File: src/rtl/muldiv_sequencer_if.sv
// Handshake, result and shared-ALU signals between the core and the MULTU/DIVU sequencer.
// master = core/ALU side, slave = sequencer side.
interface muldiv_sequencer_if #(
    parameter int WIDTH = 32
);
    logic             start;
    logic             op;
    logic [WIDTH-1:0] a;
    logic [WIDTH-1:0] b;
    logic             busy;
    logic             done;
    logic [WIDTH-1:0] hi;
    logic [WIDTH-1:0] lo;
    logic             alu_sel;
    logic [WIDTH-1:0] alu_srca;
    logic [WIDTH-1:0] alu_srcb;
    logic [3:0]       alu_op;
    logic [WIDTH-1:0] alu_result;

    modport master (
        output start, op, a, b, alu_result,
        input  busy, done, hi, lo, alu_sel, alu_srca, alu_srcb, alu_op
    );

    modport slave (
        input  start, op, a, b, alu_result,
        output busy, done, hi, lo, alu_sel, alu_srca, alu_srcb, alu_op
    );
endinterface

File: src/rtl/muldiv_sequencer.sv
// MULTU/DIVU sequencer: one shift-add or restoring-divide step per cycle on the shared ALU,
// 64-bit result committed to HI/LO on the edge entering DONE.
module muldiv_sequencer #(
    parameter int         WIDTH   = 32,
    parameter logic [3:0] ALU_ADD = 4'b0010,
    parameter logic [3:0] ALU_SUB = 4'b0110
) (
    input  logic                 clk,
    input  logic                 rst,
    muldiv_sequencer_if.slave    bus
);
    localparam int CW = (WIDTH > 1) ? $clog2(WIDTH) : 1;

    typedef enum logic [1:0] {IDLE, RUN, DONE} state_t;

    state_t           state_reg;
    logic [CW-1:0]    count_reg;
    logic             op_reg;
    logic [WIDTH-1:0] acc_reg;      // P_hi for MULTU, partial remainder R for DIVU
    logic [WIDTH-1:0] quo_reg;      // P_lo for MULTU, quotient/dividend Q for DIVU
    logic [WIDTH-1:0] operand_reg;  // M for MULTU, D for DIVU

    logic [WIDTH-1:0] acc_next;
    logic [WIDTH-1:0] quo_next;
    logic [WIDTH-1:0] srca_next;
    logic [WIDTH-1:0] sum;
    logic             carry;
    logic [WIDTH:0]   rs;
    logic             ge;

    // One iteration, using the ALU result for the operands currently on srca/srcb.
    always_comb begin
        sum   = quo_reg[0] ? bus.alu_result : acc_reg;
        carry = quo_reg[0] && (bus.alu_result < acc_reg);
        rs    = {acc_reg, quo_reg[WIDTH-1]};
        ge    = (rs >= {1'b0, operand_reg});
        if (op_reg) begin
            acc_next  = ge ? bus.alu_result : rs[WIDTH-1:0];
            quo_next  = {quo_reg[WIDTH-2:0], ge};
            srca_next = {acc_next[WIDTH-2:0], quo_next[WIDTH-1]};
        end else begin
            acc_next  = {carry, sum[WIDTH-1:1]};
            quo_next  = {sum[0], quo_reg[WIDTH-1:1]};
            srca_next = acc_next;
        end
    end

    always_ff @(posedge clk or posedge rst) begin
        if (rst) begin
            state_reg    <= IDLE;
            count_reg    <= '0;
            op_reg       <= 1'b0;
            acc_reg      <= '0;
            quo_reg      <= '0;
            operand_reg  <= '0;
            bus.busy     <= 1'b0;
            bus.done     <= 1'b0;
            bus.hi       <= '0;
            bus.lo       <= '0;
            bus.alu_sel  <= 1'b0;
            bus.alu_srca <= '0;
            bus.alu_srcb <= '0;
            bus.alu_op   <= ALU_ADD;
        end else begin
            case (state_reg)
                IDLE: begin
                    if (bus.start) begin
                        op_reg   <= bus.op;
                        bus.busy <= 1'b1;
                        if (bus.op && (bus.b == '0)) begin
                            bus.hi    <= bus.a;
                            bus.lo    <= '1;
                            bus.done  <= 1'b1;
                            state_reg <= DONE;
                        end else begin
                            count_reg    <= CW'(WIDTH - 1);
                            acc_reg      <= '0;
                            quo_reg      <= bus.op ? bus.a : bus.b;
                            operand_reg  <= bus.op ? bus.b : bus.a;
                            bus.alu_sel  <= 1'b1;
                            bus.alu_op   <= bus.op ? ALU_SUB : ALU_ADD;
                            // First DIVU step shifts the dividend MSB into an empty remainder.
                            bus.alu_srca <= bus.op ? {{(WIDTH-1){1'b0}}, bus.a[WIDTH-1]} : '0;
                            bus.alu_srcb <= bus.op ? bus.b : bus.a;
                            state_reg    <= RUN;
                        end
                    end
                end
                RUN: begin
                    acc_reg <= acc_next;
                    quo_reg <= quo_next;
                    if (count_reg == '0) begin
                        bus.hi       <= acc_next;
                        bus.lo       <= quo_next;
                        bus.done     <= 1'b1;
                        bus.alu_sel  <= 1'b0;
                        bus.alu_srca <= '0;
                        bus.alu_srcb <= '0;
                        bus.alu_op   <= ALU_ADD;
                        state_reg    <= DONE;
                    end else begin
                        count_reg    <= count_reg - 1'b1;
                        bus.alu_srca <= srca_next;
                    end
                end
                DONE: begin
                    bus.done  <= 1'b0;
                    bus.busy  <= 1'b0;
                    state_reg <= IDLE;
                end
                default: state_reg <= IDLE;
            endcase
        end
    end
endmodule

File: src/flat_wrapper.sv
// flat-port wrapper written by rule: the top's interface ports become plain ports
module muldiv_sequencer_flat 
#(
    parameter int         WIDTH   = 32,
    parameter logic [3:0] ALU_ADD = 4'b0010,
    parameter logic [3:0] ALU_SUB = 4'b0110
)
  (clk, rst, bus_start, bus_op, bus_a, bus_b, bus_alu_result, bus_busy, bus_done, bus_hi, bus_lo, bus_alu_sel, bus_alu_srca, bus_alu_srcb, bus_alu_op);
  muldiv_sequencer_if #(.WIDTH(WIDTH)) bus_i ();
  input  logic clk;
  input  logic rst;
  input wire logic [$bits(bus_i.start)-1:0] bus_start;
  input wire logic [$bits(bus_i.op)-1:0] bus_op;
  input wire logic [$bits(bus_i.a)-1:0] bus_a;
  input wire logic [$bits(bus_i.b)-1:0] bus_b;
  input wire logic [$bits(bus_i.alu_result)-1:0] bus_alu_result;
  output wire logic [$bits(bus_i.busy)-1:0] bus_busy;
  output wire logic [$bits(bus_i.done)-1:0] bus_done;
  output wire logic [$bits(bus_i.hi)-1:0] bus_hi;
  output wire logic [$bits(bus_i.lo)-1:0] bus_lo;
  output wire logic [$bits(bus_i.alu_sel)-1:0] bus_alu_sel;
  output wire logic [$bits(bus_i.alu_srca)-1:0] bus_alu_srca;
  output wire logic [$bits(bus_i.alu_srcb)-1:0] bus_alu_srcb;
  output wire logic [$bits(bus_i.alu_op)-1:0] bus_alu_op;
  assign bus_i.start = bus_start;
  assign bus_i.op = bus_op;
  assign bus_i.a = bus_a;
  assign bus_i.b = bus_b;
  assign bus_i.alu_result = bus_alu_result;
  assign bus_busy = bus_i.busy;
  assign bus_done = bus_i.done;
  assign bus_hi = bus_i.hi;
  assign bus_lo = bus_i.lo;
  assign bus_alu_sel = bus_i.alu_sel;
  assign bus_alu_srca = bus_i.alu_srca;
  assign bus_alu_srcb = bus_i.alu_srcb;
  assign bus_alu_op = bus_i.alu_op;
  muldiv_sequencer #(.WIDTH(WIDTH), .ALU_ADD(ALU_ADD), .ALU_SUB(ALU_SUB)) u_core (.clk(clk), .rst(rst), .bus(bus_i));
endmodule
File: config.mk
export PLATFORM = sky130hd
export DESIGN_NAME = muldiv_sequencer_flat
export DESIGN_NICKNAME = d
export VERILOG_FILES = /design/src/rtl/muldiv_sequencer_if.sv /design/src/rtl/muldiv_sequencer.sv /design/src/flat_wrapper.sv
export SDC_FILE = /design/constraint.sdc
export NUM_CORES = 1
export LEC_CHECK = 0
export ABC_AREA = 1
export CORE_AREA = 2 2 140 210
export DETAILED_ROUTE_END_ITERATION = 8
export DIE_AREA = 0 0 142 212
export GPL_ROUTABILITY_DRIVEN = 0
export GPL_TIMING_DRIVEN = 0
export PLACE_DENSITY = 0.75
export SETUP_SLACK_MARGIN = 0.02
export SKIP_CTS_REPAIR_TIMING = 1
export SLEW_MARGIN = 20
export SYNTH_ARGS = -nofsm -noshare
export SYNTH_HDL_FRONTEND = slang
export SYNTH_SLANG_ARGS = --single-unit
File: constraint.sdc
create_clock -name clk -period 23.3 [get_ports clk]
set_clock_uncertainty 0.15 [all_clocks]
set_input_delay 6.99 -clock clk [delete_from_list [all_inputs] [get_ports clk]]
set_output_delay 6.99 -clock clk [all_outputs]
set_load 0.01 [all_outputs]
==> flow_summary.yaml <==
setup_path:
  slowest_stage: "nor3_1"
  reg2reg_slack_ns: 20.49
  timing.rr.end: "u_core.acc_reg[0]"
  rr_worst_depth: 17
  worst-path-buf-inv: 4
  crit_family: "buffers and inverters"
  path_depth: 11
  path_max_fanout: 10
  crit_type: "primary input to flip-flop"
  crit-reg2reg-launch: "u_core.operand_reg[4]"
  arrival_ns: 9.65
  start_kind: "primary input"
  setup.worst_path.end: "u_core.bus.hi[10]"
  slowest_delay_ns: 0.45
  crit_start: "bus_b[31]"
  crit_chain: "clkdlybuf4s50_1 -> inv_2 -> nand2_1 -> nor3_1 -> nand3_1 -> o21ai_1 -> nand2_1 -> buf_2 -> buf_2 -> a21oi_1 -> a21oi_2"
  crit_required_ns: 23.55
  cp-end-kind: "flip-flop"
global_route:
  globalRoute.totalOverflow: 0
  grt_pass1_wl_um: 72800
  grt_max_degree: 100
  track_usage_pct: 31.2
  grt_pass1_vias: 13900
  antenna_found_initial: 2
synthesis:
  seq_area_frac_synth_pct: 42.5
  synthAdderAreaFrac_pct: 5.85
  synth_top_family_by_area: "simple AND/OR/NAND/NOR gates"
  synthXorXnorAreaFrac_pct: 0
  synthCells: 1801
  avgSynthCellArea_um2: 7.72
  synth_seq_cells: 236
  yosys_warnings: 0
  synth-compound-area-share_pct: 15.5
  synthDistinctLibCells: 32
  synthMuxAreaShare_pct: 0
  synth_area_um2: 13900
  synthSimpleGateAreaFrac_pct: 27.7
timing:
  clock.fmax_mhz: 106
  worst_pin_slew_ns: 0.908
  slew_headroom_pct: 38.9
  min_period_over_period_pct: 40.3
  hold_viol: 0
  setup_tns_ns: 0
  rsz0062_at_grt: "no"
  setup_ws_ns: 13.90
  setup_viol: 0
  fin_crit_ns: 9.40
  drv_slew: 0
layout:
  layout.nets: 2225
  layout_common_cells: "nand2_1, dfrtp_1, clkdlybuf4s50_1, o21ai_0, inv_1"
  syn2layout_area_growth_pct: 25.5
  nFillCells: 2488
  mostFrequentLayoutCell: "nand2_1"
  drive_gt1_share_pct: 12.7
cts:
  cts.sinks: 236
  clk-insertion-delay-late_ns: 0.53
  htree_levels: 1
  cts_root_buffer: "clkbuf_16"
  clk_pin_slew_ns: 0.07
  tritoncts: "built"
  numCtsBuffers: 23
  clockBufferDepth: 3
route:
  met3_length_um: 3280
  drc: 0
  wl_met1_um: 17200
  postRouteAntennaNets: 0
  num_vias: 13500
  dr.pass1.iters: 6
  viasPerCell: 5.58
  drtIter0Drc: 1100
  top_layer: "met4"
  wl_per_cell_um: 19.3
  routed_wl_um: 46800
  wl_met2_um: 22500
power_and_ir_drop:
  power_switching_share_pct: 47.7
  p_clk_share_pct: 13.2
  internal_power_uw: 1490
  comb_power_share_pct: 59.5
  leakagePower_uw: 0.00852
  irDropWorstVdd_uv: 84.4
  pwr-share-seq_pct: 27.3
  switchingPower_uw: 1360
  p_total_uw: 2840
  power_density_nw_per_um2: 163
floorplan:
  num_rows: 76
  die_x_um: 142
  die-area_um2: 30100
  core_area_um2: 28400
  pin_count: 235
  dieHeight_um: 212
  start_util_pct: 48.9
placed_design:
  portBuffers: 231
  dp_hpwl_um: 36900
  place_ws_ns: 13.52
min_path:
  hold_path.class: "flip-flop to flip-flop"
  min_from: "u_core.bus.alu_sel"
status:
  status: "finished, final reports clean"
run:
  maxCapViolCount: 0
[per-stage QoR]
| stage | hold slack, ns | cell area, µm² | instances | util (%) |
|---|---|---|---|---|
| 4_1_cts | 0.324 | 17400 | 2424 | 61.3 |
| 5_1_grt | 0.355 | 17400 | 2426 | 61.4 |
| 2_1_floorplan | 0.303 | 13900 | 1802 | - |
| 3_3_place_gp | 0.311 | 16700 | 2384 | 58.6 |
| 6_report | 0.322 | 17400 | 2426 | 61.4 |
| 3_5_place_dp | 0.308 | 16700 | 2386 | 58.8 |
[cell families after synthesis]
family,Yosys count
buffers and inverters,269
AND/OR/NAND/NOR,828
AO/OA/AOI/OAI,401
other,2
flip-flops,236
adder cells (fa/ha/maj),65
[tightest hold or removal path: stages (launching register included)]
cell	delay [ns]
dfrtp_1	0.34
nand2_1	0.05
nand2_1	0.05
[cell type report]
class	count	area (µm²)	area share [%]
Sequential cell	236	5910	33.9
Timing Repair Buffer	233	2370	13.6
Buffer	104	551	3.16
Antenna cell	2	5.00	0.0287
Inverter	165	627	3.59
Tap cell	351	439	2.52
Clock inverter	6	82.6	0.473
Multi-Input combinational cell	1297	6830	39.1
Clock buffer	32	639	3.67
[per-layer routing]
layer | GRT usage, % | up-vias
met5 | 0 | -
met4 | 22.4 | 0
met3 | 4.21 | 212
met2 | 53.2 | 686
met1 | 35.9 | 6315
li1 | - | 6328
[worst min-delay path by stage]
stage / slack (ns) / to / cells after the start
3_5_place_dp: 0.31 / u_core.bus.alu_sel / 2
2_1_floorplan: 0.30 / u_core.operand_reg[10] / 2
3_3_place_gp: 0.31 / u_core.bus.done / 2
5_1_grt: 0.36 / u_core.bus.done / 2
4_1_cts: 0.32 / u_core.bus.alu_sel / 2
6_report: 0.32 / u_core.bus.alu_sel / 2
[synth_stat cells]
cell type  instances  area [µm²]
a211oi_1           2        15.0
a21o_1             2        15.0
a21oi_1           92         460
a21oi_2           31         272
a31oi_1            1        6.26
buf_1              2        7.51
buf_12             3        60.1
buf_2             32         160
buf_4             13        97.6
buf_6              3        33.8
clkbuf_1          51         191
conb_1             2        7.51
dfrtp_1          236        5910
ha_1              65         813
inv_1            150         563
inv_2             15        56.3
nand2_1          540        2030
nand2_2           65         407
nand2_4           33         372
nand3_1           75         375
nand3_2           30         300
nand4_1            5        31.3
nor2_1            66         248
nor2_2             1        6.26
nor2_4             3        33.8
nor3_1             7        35.0
nor4_1             3        18.8
o211ai_1           2        15.0
o21a_1             1        7.51
o21ai_0          192         961
o21ai_1           75         375
o31ai_1            3        22.5
[power by group through the flow]
stage          logic [µW]  clock network (µW)  registers [µW]
2_1_floorplan        1030                   0             781
3_3_place_gp         1620                   0             772
3_5_place_dp         1670                   0             775
4_1_cts              1680                 378             771
5_1_grt              1860                 394             793
6_report             1690                 376             775
Note: power is estimated with default switching activity, not from simulation.
